`config.mk`:
```
export PLATFORM = sky130hd
export DESIGN_NAME = puzzle_solution_player
export DESIGN_NICKNAME = d
export VERILOG_FILES = /design/src/rtl/puzzle_pkg.sv /design/src/rtl/puzzle_step_timer.sv /design/src/rtl/puzzle_solution_player.sv
export SDC_FILE = /design/constraint.sdc
export NUM_CORES = 1
export LEC_CHECK = 0
export CAP_MARGIN = 15
export CELL_PAD_IN_SITES_DETAIL_PLACEMENT = 0
export CELL_PAD_IN_SITES_GLOBAL_PLACEMENT = 1
export CORE_ASPECT_RATIO = 1.25
export CORE_MARGIN = 2
export CORE_UTILIZATION = 30
export DETAILED_ROUTE_END_ITERATION = 10
export GPL_TIMING_DRIVEN = 0
export PLACE_DENSITY_LB_ADDON = 0.1
export SETUP_SLACK_MARGIN = 0.4
export SYNTH_ARGS = -nofsm -noshare
export SYNTH_HDL_FRONTEND = slang
export SYNTH_HIERARCHICAL = 1
export SYNTH_SLANG_ARGS = --single-unit
```
`constraint.sdc`:
```
create_clock -name clk -period 4.4 [get_ports clk]
set_input_delay 0.66 -clock clk [delete_from_list [all_inputs] [get_ports clk]]
set_output_delay 0.66 -clock clk [all_outputs]
set_load 0.01 [all_outputs]
```
`src/rtl/puzzle_pkg.sv`:
```
// puzzle_pkg
// Shared constants, move codes, FSM state type and small helpers for the
// 2x3 sliding-puzzle solution player.
//
// Board packing: cell i occupies bits [3i+2:3i], value BLANK marks the blank.
// Solution word: [44:40] move count, [39:38] first move ... [1:0] 20th move.
package puzzle_pkg;

   // Move codes act on the blank cell.
   localparam logic [1:0] MOVE_UP    = 2'b11;  // idx - 3
   localparam logic [1:0] MOVE_DOWN  = 2'b00;  // idx + 3
   localparam logic [1:0] MOVE_LEFT  = 2'b10;  // idx - 1
   localparam logic [1:0] MOVE_RIGHT = 2'b01;  // idx + 1

   localparam int N_CELLS = 6;
   localparam int COLS    = 3;
   localparam int CELL_W  = 3;
   localparam int BOARD_W = N_CELLS * CELL_W;

   localparam logic [CELL_W-1:0] BLANK = 3'd5;

   localparam int MAX_MOVES = 20;
   localparam int SOL_W     = 45;
   localparam int CNT_W     = 5;

   localparam logic [CNT_W-1:0] MAX_CNT = CNT_W'(MAX_MOVES);

   // Cells 0..5 hold values 0..5 (octal digits, most significant = cell 5).
   localparam logic [BOARD_W-1:0] GOAL_BOARD = 18'o543210;

   typedef enum logic [2:0] {
      ST_IDLE = 3'd0,
      ST_LOAD = 3'd1,
      ST_RUN  = 3'd2,
      ST_FIN  = 3'd3,
      ST_ERR  = 3'd4
   } state_t;

   // Column of a cell index in the row-major 2x3 grid.
   function automatic logic [1:0] col_of(input logic [2:0] idx);
      logic [2:0] c;
      c = (idx >= 3'd3) ? (idx - 3'd3) : idx;
      return c[1:0];
   endfunction

endpackage

```
`src/rtl/puzzle_step_timer.sv`:
```
// puzzle_step_timer
// Step interval counter: counts 0..TICK_DIV-1 while enabled and raises tick
// in the cycle it sits at TICK_DIV-1, then wraps to 0.
//
// Parameters: TICK_DIV  cycles per tick (>= 2)
// Ports:
//   clk   in   system clock
//   rst   in   asynchronous active-high reset
//   clr   in   synchronous clear of the counter (wins over en)
//   en    in   count enable
//   tick  out  high for one cycle at the end of each interval
module puzzle_step_timer #(
   parameter int TICK_DIV = 25_000_000
) (
   input  logic clk,
   input  logic rst,
   input  logic clr,
   input  logic en,
   output logic tick
);

   localparam int CW = (TICK_DIV > 2) ? $clog2(TICK_DIV) : 1;
   localparam logic [CW-1:0] LAST = CW'(TICK_DIV - 1);

   logic [CW-1:0] cnt;

   always_ff @(posedge clk or posedge rst) begin
      if (rst) begin
         cnt <= '0;
      end else if (clr) begin
         cnt <= '0;
      end else if (en) begin
         if (cnt == LAST) cnt <= '0;
         else             cnt <= cnt + 1'b1;
      end
   end

   assign tick = en && (cnt == LAST);

endmodule

```
`src/rtl/puzzle_solution_player.sv`:
```
// puzzle_solution_player
// Latches one solution word and a starting board, then replays the encoded
// blank moves one per TICK_DIV cycles on an internal board register.
//
// Build option: define PUZZLE_GOAL_CHECK_EN to compare the final board with
// GOAL_BOARD on completion; otherwise solved is tied low.
//
// Ports:
//   clk        in   system clock
//   rst        in   asynchronous active-high reset
//   start      in   one-cycle replay request, honoured only in IDLE
//   sol_word   in   [44:40] count, [39:38] first move ... [1:0] 20th move
//   board_in   in   starting board, cell i at [3i+2:3i], 5 = blank
//   board_out  out  current board, same packing
//   blank_pos  out  current blank index 0..5
//   step_idx   out  moves applied so far
//   busy       out  high from the end of LOAD through the last move
//   done       out  one-cycle pulse on successful completion
//   err        out  sticky failure flag, cleared by an accepted start
//   solved     out  final board matched the goal (option above)
//   state_dbg  out  current FSM state
//
// Handshake: start is a single-cycle request with no ready; it is accepted
// only when state_dbg is ST_IDLE and silently dropped otherwise.
module puzzle_solution_player
   import puzzle_pkg::*;
#(
   parameter int TICK_DIV = 25_000_000
) (
   input  logic                clk,
   input  logic                rst,
   input  logic                start,
   input  logic [SOL_W-1:0]    sol_word,
   input  logic [BOARD_W-1:0]  board_in,
   output logic [BOARD_W-1:0]  board_out,
   output logic [2:0]          blank_pos,
   output logic [CNT_W-1:0]    step_idx,
   output logic                busy,
   output logic                done,
   output logic                err,
   output logic                solved,
   output state_t              state_dbg
);

   state_t state, state_nx;

   logic [SOL_W-1:0]   sol_lat;
   logic [BOARD_W-1:0] brd_lat;
   logic [CNT_W-1:0]   cnt_lat;

   logic [2:0]         blank_cnt;
   logic [2:0]         first_blank;
   logic               load_ok;

   logic [1:0]         mv;
   logic [1:0]         col;
   logic               legal;
   logic [2:0]         target;
   logic [BOARD_W-1:0] moved;
   logic               last_move;

   logic               tick;

   logic               do_start, do_load, load_fail, do_move, move_fail, do_fin;

   assign cnt_lat   = sol_lat[SOL_W-1 -: CNT_W];
   assign state_dbg = state;

   puzzle_step_timer #(.TICK_DIV(TICK_DIV)) u_timer (
      .clk  (clk),
      .rst  (rst),
      .clr  (do_start),
      .en   (state == ST_RUN),
      .tick (tick)
   );

   // Blank census of the latched board; scanning downward leaves the lowest
   // matching index in first_blank.
   always_comb begin
      blank_cnt   = '0;
      first_blank = '0;
      for (int i = N_CELLS - 1; i >= 0; i--) begin
         if (brd_lat[i*CELL_W +: CELL_W] == BLANK) begin
            blank_cnt   = blank_cnt + 3'd1;
            first_blank = 3'(i);
         end
      end
   end

   assign load_ok = (blank_cnt == 3'd1) && (cnt_lat <= MAX_CNT);

   // Current move field; only indices below the count are ever reached.
   always_comb begin
      mv = MOVE_DOWN;
      for (int i = 0; i < MAX_MOVES; i++) begin
         if (step_idx == CNT_W'(i)) mv = sol_lat[(SOL_W - 6) - 2*i -: 2];
      end
   end

   // Legality and target cell of the current move; target stays on the
   // blank when illegal so the swap read below never leaves the board.
   always_comb begin
      col    = col_of(blank_pos);
      legal  = 1'b0;
      target = blank_pos;
      case (mv)
         MOVE_UP:    if (blank_pos >= 3'd3) begin legal = 1'b1; target = blank_pos - 3'd3; end
         MOVE_DOWN:  if (blank_pos <= 3'd2) begin legal = 1'b1; target = blank_pos + 3'd3; end
         MOVE_LEFT:  if (col != 2'd0)       begin legal = 1'b1; target = blank_pos - 3'd1; end
         MOVE_RIGHT: if (col != 2'd2)       begin legal = 1'b1; target = blank_pos + 3'd1; end
         default:    ;
      endcase
   end

   always_comb begin
      moved = board_out;
      moved[CELL_W*target    +: CELL_W] = BLANK;
      moved[CELL_W*blank_pos +: CELL_W] = board_out[CELL_W*target +: CELL_W];
   end

   assign last_move = ((step_idx + 1'b1) == cnt_lat);

   // FSM: state register
   always_ff @(posedge clk or posedge rst) begin
      if (rst) state <= ST_IDLE;
      else     state <= state_nx;
   end

   // FSM: next state
   always_comb begin
      state_nx = state;
      case (state)
         ST_IDLE: if (start) state_nx = ST_LOAD;
         ST_LOAD: begin
            if (!load_ok)              state_nx = ST_ERR;
            else if (cnt_lat == '0)    state_nx = ST_FIN;
            else                       state_nx = ST_RUN;
         end
         ST_RUN: begin
            if (tick) begin
               if (!legal)             state_nx = ST_ERR;
               else if (last_move)     state_nx = ST_FIN;
            end
         end
         ST_FIN:  state_nx = ST_IDLE;
         ST_ERR:  state_nx = ST_IDLE;
         default: state_nx = ST_IDLE;
      endcase
   end

   // FSM: output strobes driving the datapath
   always_comb begin
      do_start  = (state == ST_IDLE) && start;
      do_load   = (state == ST_LOAD) && load_ok;
      load_fail = (state == ST_LOAD) && !load_ok;
      do_move   = (state == ST_RUN) && tick && legal;
      move_fail = (state == ST_RUN) && tick && !legal;
      do_fin    = (state == ST_FIN);
   end

   always_ff @(posedge clk or posedge rst) begin
      if (rst) begin
         sol_lat   <= '0;
         brd_lat   <= '0;
         board_out <= '0;
         blank_pos <= '0;
         step_idx  <= '0;
         busy      <= 1'b0;
         done      <= 1'b0;
         err       <= 1'b0;
      end else begin
         done <= 1'b0;
         if (do_start) begin
            sol_lat  <= sol_word;
            brd_lat  <= board_in;
            step_idx <= '0;
            err      <= 1'b0;
         end
         if (do_load) begin
            board_out <= brd_lat;
            blank_pos <= first_blank;
            busy      <= 1'b1;
         end
         if (do_move) begin
            board_out <= moved;
            blank_pos <= target;
            step_idx  <= step_idx + 1'b1;
         end
         if (load_fail || move_fail) begin
            err  <= 1'b1;
            busy <= 1'b0;
         end
         if (do_fin) begin
            done <= 1'b1;
            busy <= 1'b0;
         end
      end
   end

`ifdef PUZZLE_GOAL_CHECK_EN
   logic solved_q;

   always_ff @(posedge clk or posedge rst) begin
      if (rst)           solved_q <= 1'b0;
      else if (do_start) solved_q <= 1'b0;
      else if (do_fin)   solved_q <= (board_out == GOAL_BOARD);
   end

   assign solved = solved_q;
`else
   assign solved = 1'b0;
`endif

endmodule
```
==> results of run 1 <==
## worst max-delay path, stage by stage, from the launching register on
cell and delay (ns):
dfrtp_1 0.40, and3b_2 0.40, ha_4 0.26, xnor2_4 0.18, ha_4 0.22, nand2_2 0.06
nand2_1 0.05, ha_1 0.28, nor2_2 0.04, a31oi_2 0.19, ha_2 0.21, nand2_2 0.06
xor2_2 0.15, xnor2_1 0.16, o211ai_1 0.13, or3_4 0.42, clkbuf_16 0.17, o21a_4 0.14
a41oi_4 0.23, o22ai_2 0.12, a211oi_2 0.21
## state kept, by name, indices dropped and copies added (netlist names)
signal / count
blank_pos: 3
board_out: 18
brd_lat: 18
busy: 1
done: 1
err: 1
sol_lat: 45
state_dbg: 3
step_idx: 5
u_timer/cnt: 25
## per-stage QoR
stage	std cells	setup TNS [ns]	area, um2	power [mW]
after floorplan	908	0	7510	3.978
after global placement	1335	-57.74	8894	5.124
after detailed placement	1336	-4.988	8916	5.132
after CTS	1400	0	10160	7.272
after global routing	1415	0	10620	8.226
final	1415	0	10620	7.747
## where the power goes
part           internal, mW  total [mW]  switching (mW)  leakage [nW]
clock network         0.930        1.46           0.531         0.289
registers              1.52        1.94           0.420          1.50
logic                  1.98        4.34            2.36          2.73
## Yosys cell counts (all sizes together), types with 18 or more instances
library cell / number / area [um2]
nor2: 45 / 176.4
nor3: 18 / 90.09
a21oi: 34 / 173.9
nand2: 245 / 922.1
ha: 21 / 262.8
inv: 45 / 168.9
o21ai: 39 / 206.5
nand3: 32 / 160.2
buf: 22 / 107.6
dfrtp: 120 / 3003
clkbuf: 27 / 101.4
## cell families (layout without fill, tap and decap cells)
family,after synthesis,in the layout,synth area share
buf+inv,95,272,0.05103
xor+xnor,21,21,0.02459
flops,120,120,0.4015
other cells,1,1,0.0005014
mux,19,19,0.02627
compound gates,188,188,0.1812
fa+ha+maj,21,21,0.03513
simple gates,443,443,0.2797
## worst max-delay path by stage
stage                             from                   endpoint  slack [ns]  depth (start not counted)
6_report       brd_lat[16]$_DFFE_PP0P_  board_out[11]$_DFFE_PP0P_        0.23                         20
4_1_cts        brd_lat[16]$_DFFE_PP0P_  board_out[10]$_DFFE_PP0P_        0.27                         21
2_1_floorplan  step_idx[0]$_DFFE_PP0P_   board_out[7]$_DFFE_PP0P_        0.43                         17
5_1_grt        brd_lat[16]$_DFFE_PP0P_   board_out[9]$_DFFE_PP0P_        0.04                         20
3_5_place_dp   brd_lat[16]$_DFFE_PP0P_   board_out[5]$_DFFE_PP0P_       -0.36                         20
3_3_place_gp                       rst    step_idx[0]$_DFFE_PP0P_       -0.89                          2
## layer usage
metal	global-route usage	vias to the layer above	routed length, um
met5	0	-	0
met4	0.09882	0	1065
met1	0.2422	3528	11320
met2	0.3462	175	13010
met3	0.03013	54	852
li1	-	3536	-
## layout make-up
| class | count | area [um2] | share of cell area |
|---|---|---|---|
| Buffer | 49 | 314.1 | 0.02957 |
| Clock buffer | 23 | 478.0 | 0.04500 |
| Clock inverter | 8 | 120.1 | 0.01131 |
| Inverter | 46 | 177.7 | 0.01673 |
| Multi-Input combinational cell | 693 | 4692 | 0.4418 |
| Sequential cell | 120 | 3005 | 0.2830 |
| Tap cell | 330 | 412.9 | 0.03888 |
| Timing Repair Buffer | 146 | 1420 | 0.1337 |
## timing repair
| action | CTS | global route |
|---|---|---|
| pin swaps | 10 | 27 |
| setup buffers | 33 | 14 |
| hold buffers | 0 | 0 |
| setup endpoints to repair | 30 | 30 |
| gates cloned | 0 | 0 |
| resized for setup | 80 | 79 |
==> metrics, run 1 <==
Core ar.=24500 um2; worst-path fanout max=7; TritonCTS clock tree=built; crit end category=register; row cnt=64; wire per inst=18.55 um; vias in the first global route=7466; MaxCap Viol Count=0; diodes inserted=0; worst reg2reg endpoint=board_out[11]$_DFFE_PP0P_; RSZ-0062 raised after global routing=yes; Sink Count=120; Crit Path Class=register to register; Post-Route WL=26.25 mm; Clock transition at path regs=0.06 ns; Die Wd=145.2 um; final hold violation count=0; CTS Root Cell=clkbuf_16; post-layout min period=4.170 ns; yosys warns=6; commonest non-fill, non-tap cells in the layout=nand2_1, dfrtp_1, clkdlybuf4s50_1; Finished Core Util=0.4334; fill count=2484; antenna-violating nets left=0; antenna violations before repair=0; DRT Pass-1 Iters=4; Final Cycle Share=0.9477; Hold Crit Class=register to register; H-tree depth=4; vias per cell=5.154; Primary FF master, synth=dfrtp_1; EDFF count, synth=0; Initial DRC Count=432; share of cells above drive strength 1=0.1972; Worst EP arrival=4.50 ns; mean area per synthesized cell=8.236 um2; VDD IR-drop max=0.3483 mV; R2R depth=20; commonest non-fill, non-tap cell in the layout=nand2_1; Cells after Synth=908; gr usage total=0.2000; post-detail-place hpwl=18.92 mm; Synth cell types=91; Mapped Area=7478 um2; DR vias=7293; FMAX=0.2398 GHz; final setup vio count=0; R2R setup slack=0.23 ns; first-pass GRT wire length=41.37 mm; final worst slack=0.2302 ns; LEAKAGE=4.517 nW; async set-reset flop share out of synthesis=1.000; Yosys reg bits=120; final slew viol count=0; Num CTS Buffers=17; Die Ht=180.5 um; Startpoint Class=register; GP Congestion=0.8587; RR Startpoint=brd_lat[16]$_DFFE_PP0P_; Post-Syn Nets=995; die area=26210 um2; initial core utilization=0.3052; total grt overflow=0; worst hold margin=0.4761 ns; worst hold stages=2; Worst Hold End=sol_lat[17]$_DFFE_PP0P_; io pins=99; CP required=4.73 ns; IO Port Bufs=97; Worst Tran Pin Value=0.8011 ns; pin count of the biggest net entering global routing=60; status=completed; worst-skew pair later-pin latency=0.42 ns; nets@finish=1160; clk_skew=0.01194 ns; DRC Markers=0; hold wc startpoint=sol_lat[17]$_DFFE_PP0P_; post-placement worst setup slack=-0.3601 ns; Seq/Total Area, Yosys=0.4015; Slew headroom=0.4659; area growth from synthesis to layout=42.01%; power density cells=729.5 nW/um2; Clock Path Buffers=2
(Power assumes the default switching activity.)
==> run 2, diff against run 1 <==
--- a/config.mk
+++ b/config.mk
@@ -11,6 +11,7 @@
 export CORE_ASPECT_RATIO = 1.25
 export CORE_MARGIN = 2
 export CORE_UTILIZATION = 30
+export CTS_CLUSTER_DIAMETER = 150
 export DETAILED_ROUTE_END_ITERATION = 10
 export GPL_TIMING_DRIVEN = 0
 export PLACE_DENSITY_LB_ADDON = 0.1
==> results of run 2 <==
No change in the layout: final DEF, timing and power equal those of run 1.
==> run 3, diff against run 2 <==
--- a/config.mk
+++ b/config.mk
@@ -15,6 +15,7 @@
 export DETAILED_ROUTE_END_ITERATION = 10
 export GPL_TIMING_DRIVEN = 0
 export PLACE_DENSITY_LB_ADDON = 0.1
+export RECOVER_POWER = 50
 export SETUP_SLACK_MARGIN = 0.4
 export SYNTH_ARGS = -nofsm -noshare
 export SYNTH_HDL_FRONTEND = slang
==> metrics, run 3 (synthesis gave the netlist of run 1 again) <==
Critical-path top delay cell=or3_4; Initial DRC Count=358; worst hold stages=1; MaxCap Viol Count=1; Final Cycle Share=0.9470; Pwr Total=7.718 mW; WL met3=833 um; io pins=99; GP Congestion=0.8587; fill count=2488; R2R depth=20; diodes inserted=0; final hold violation count=0; total grt overflow=0; vias in the first global route=7466; Num CTS Buffers=17; Biggest register=sol_lat; antenna-violating nets left=0; commonest non-fill, non-tap cell in the layout=nand2_1; commonest non-fill, non-tap cells in the layout=nand2_1, dfrtp_1, clkdlybuf4s50_1; CP Buf/Inv Count=1; Crit Path Class=register to register; area of the multi-input gates=4692 um2; max reg flops=45; share of cells above drive strength 1=0.1954; Hold Crit Class=register to register; status=complete, but fails checks; Worst EP arrival=4.49 ns; post-detail-place hpwl=18.92 mm; H-tree depth=4; power density cells=729.5 nW/um2; crit end category=register; Die Ht=180.5 um; crit path cell chain=and3b_2, ha_4, xnor2_4, ha_4, nand2_2, nand2_1, ha_1, nor2_2, a31oi_2, ha_2, nand2_2, xor2_2, xnor2_1, o211ai_1, or3_4, clkbuf_16, o21a_4, a41oi_4, o22ai_2, a211oi_2; initial core utilization=0.3052; R2R setup slack=0.23 ns; first-pass GRT wire length=41.37 mm; Die Wd=145.2 um; vias per cell=5.162; dpl cell area=8916 um2; row cnt=64; worst-path fanout max=7; CP peak stage delay=0.42 ns; Clock Path Buffers=2; WL met1=11.26 mm; CP required=4.73 ns; gr usage total=0.2000; Startpoint Class=register; Clock transition at path regs=0.06 ns; clk_skew=0.01136 ns; Top Layer Used=met4; routed wl met2=13.13 mm; cell family with most CP delay=simple AND/OR/NAND/NOR gates; RSZ-0062 raised after global routing=yes; FMAX=0.2400 GHz; area growth from synthesis to layout=41.46%; Worst Tran Pin Value=2.338 ns; final setup vio count=0; DRC Markers=0; worst reg2reg endpoint=board_out[11]$_DFFE_PP0P_; Core ar.=24500 um2; Post-Route WL=26.27 mm; LEAKAGE=4.525 nW; final slew viol count=60; nets@finish=1160; worst-skew pair later-pin latency=0.42 ns; hold wc startpoint=err$_DFFE_PP0P_; Worst Hold End=err$_DFFE_PP0P_; post-layout min period=4.167 ns; Final Cell Area=10580 um2; failing checks=capacitance limit, slew limit; VDD IR-drop max=0.3469 mV; Sink Count=120; antenna violations before repair=0; DR vias=7304; sequential cell area=3005 um2; die area=26210 um2; pin count of the biggest net entering global routing=60; DRT Pass-1 Iters=7; biggest regs=sol_lat (45), u_timer/cnt (25); RR Startpoint=brd_lat[16]$_DFFE_PP0P_; CTS Root Cell=clkbuf_16; wire per inst=18.56 um; IO Port Bufs=97; setup TNS=0 ns; Slew headroom=-0.5588; TritonCTS clock tree=built
run 3: changes by cell type in the layout (fill, tap and decap cells not counted), sizes merged:
cell           before  now
clkdlybuf4s50      97   81
dlygate4sd3         0   16
clkbuf             48   50
buf                73   71
run 3: routing by layer:
metal,track usage,up-vias
li1,-,3533
met1,0.2422,3548
met2,0.3462,170
met3,0.03013,53
met4,0.09882,0
met5,0,-
run 3: worst max path at each step:
| stage | startpoint | depth (start not counted) | endpoint | slack [ns] |
|---|---|---|---|---|
| final | brd_lat[16]$_DFFE_PP0P_ | 20 | board_out[11]$_DFFE_PP0P_ | 0.23 |
| after global routing | brd_lat[16]$_DFFE_PP0P_ | 20 | board_out[9]$_DFFE_PP0P_ | 0.04 |
| after CTS | brd_lat[16]$_DFFE_PP0P_ | 21 | board_out[10]$_DFFE_PP0P_ | 0.27 |
| after detailed placement | brd_lat[16]$_DFFE_PP0P_ | 20 | board_out[5]$_DFFE_PP0P_ | -0.36 |
| after global placement | rst | 2 | step_idx[0]$_DFFE_PP0P_ | -0.89 |
| after floorplan | step_idx[0]$_DFFE_PP0P_ | 17 | board_out[7]$_DFFE_PP0P_ | 0.43 |
run 3: cell type report:
class                      instances  share of cell area
buffer                            49             0.02969
clock buffer                      23             0.04518
clock inverter                     8             0.01135
inverter                          46             0.01656
multi-input combinational        693              0.4435
sequential                       120              0.2841
tap                              330             0.03903
timing repair buffer             146              0.1306
run 3: metrics by stage:
| stage | cells | setup WS [ns] | utilization | hold WS [ns] |
|---|---|---|---|---|
| after floorplan | 908 | 0.4308 | - | 0.4369 |
| after global placement | 1335 | -0.8872 | 0.3629 | 0.4647 |
| after detailed placement | 1336 | -0.3601 | 0.3639 | 0.4669 |
| after CTS | 1400 | 0.2687 | 0.4147 | 0.4822 |
| after global routing | 1415 | 0.04240 | 0.4317 | 0.5054 |
| final | 1415 | 0.2333 | 0.4317 | 0.4744 |
run 3: worst register-to-register path, stage by stage (launching register included):
cell	delay, ns
dfrtp_1	0.40
and3b_2	0.40
ha_4	0.27
xnor2_4	0.18
ha_4	0.22
nand2_2	0.06
nand2_1	0.05
ha_1	0.28
nor2_2	0.04
a31oi_2	0.19
ha_2	0.21
nand2_2	0.06
xor2_2	0.15
xnor2_1	0.16
o211ai_1	0.13
or3_4	0.42
clkbuf_16	0.17
o21a_4	0.14
a41oi_4	0.23
o22ai_2	0.13
a211oi_2	0.21
run 3: power by group:
part / internal (mW) / switching, mW / total [mW]
Combinational: 1.96 / 2.35 / 4.31
Sequential: 1.52 / 0.419 / 1.94
Clock: 0.930 / 0.531 / 1.46
Total: 4.41 / 3.30 / 7.72
run 3: timing repair:
| item | in CTS | in global routing |
|---|---|---|
| hold buffers | 0 | 0 |
| resized for setup | 80 | 79 |
| setup endpoints to repair | 30 | 30 |
| buffers inserted | 33 | 14 |
| pin swaps | 10 | 27 |
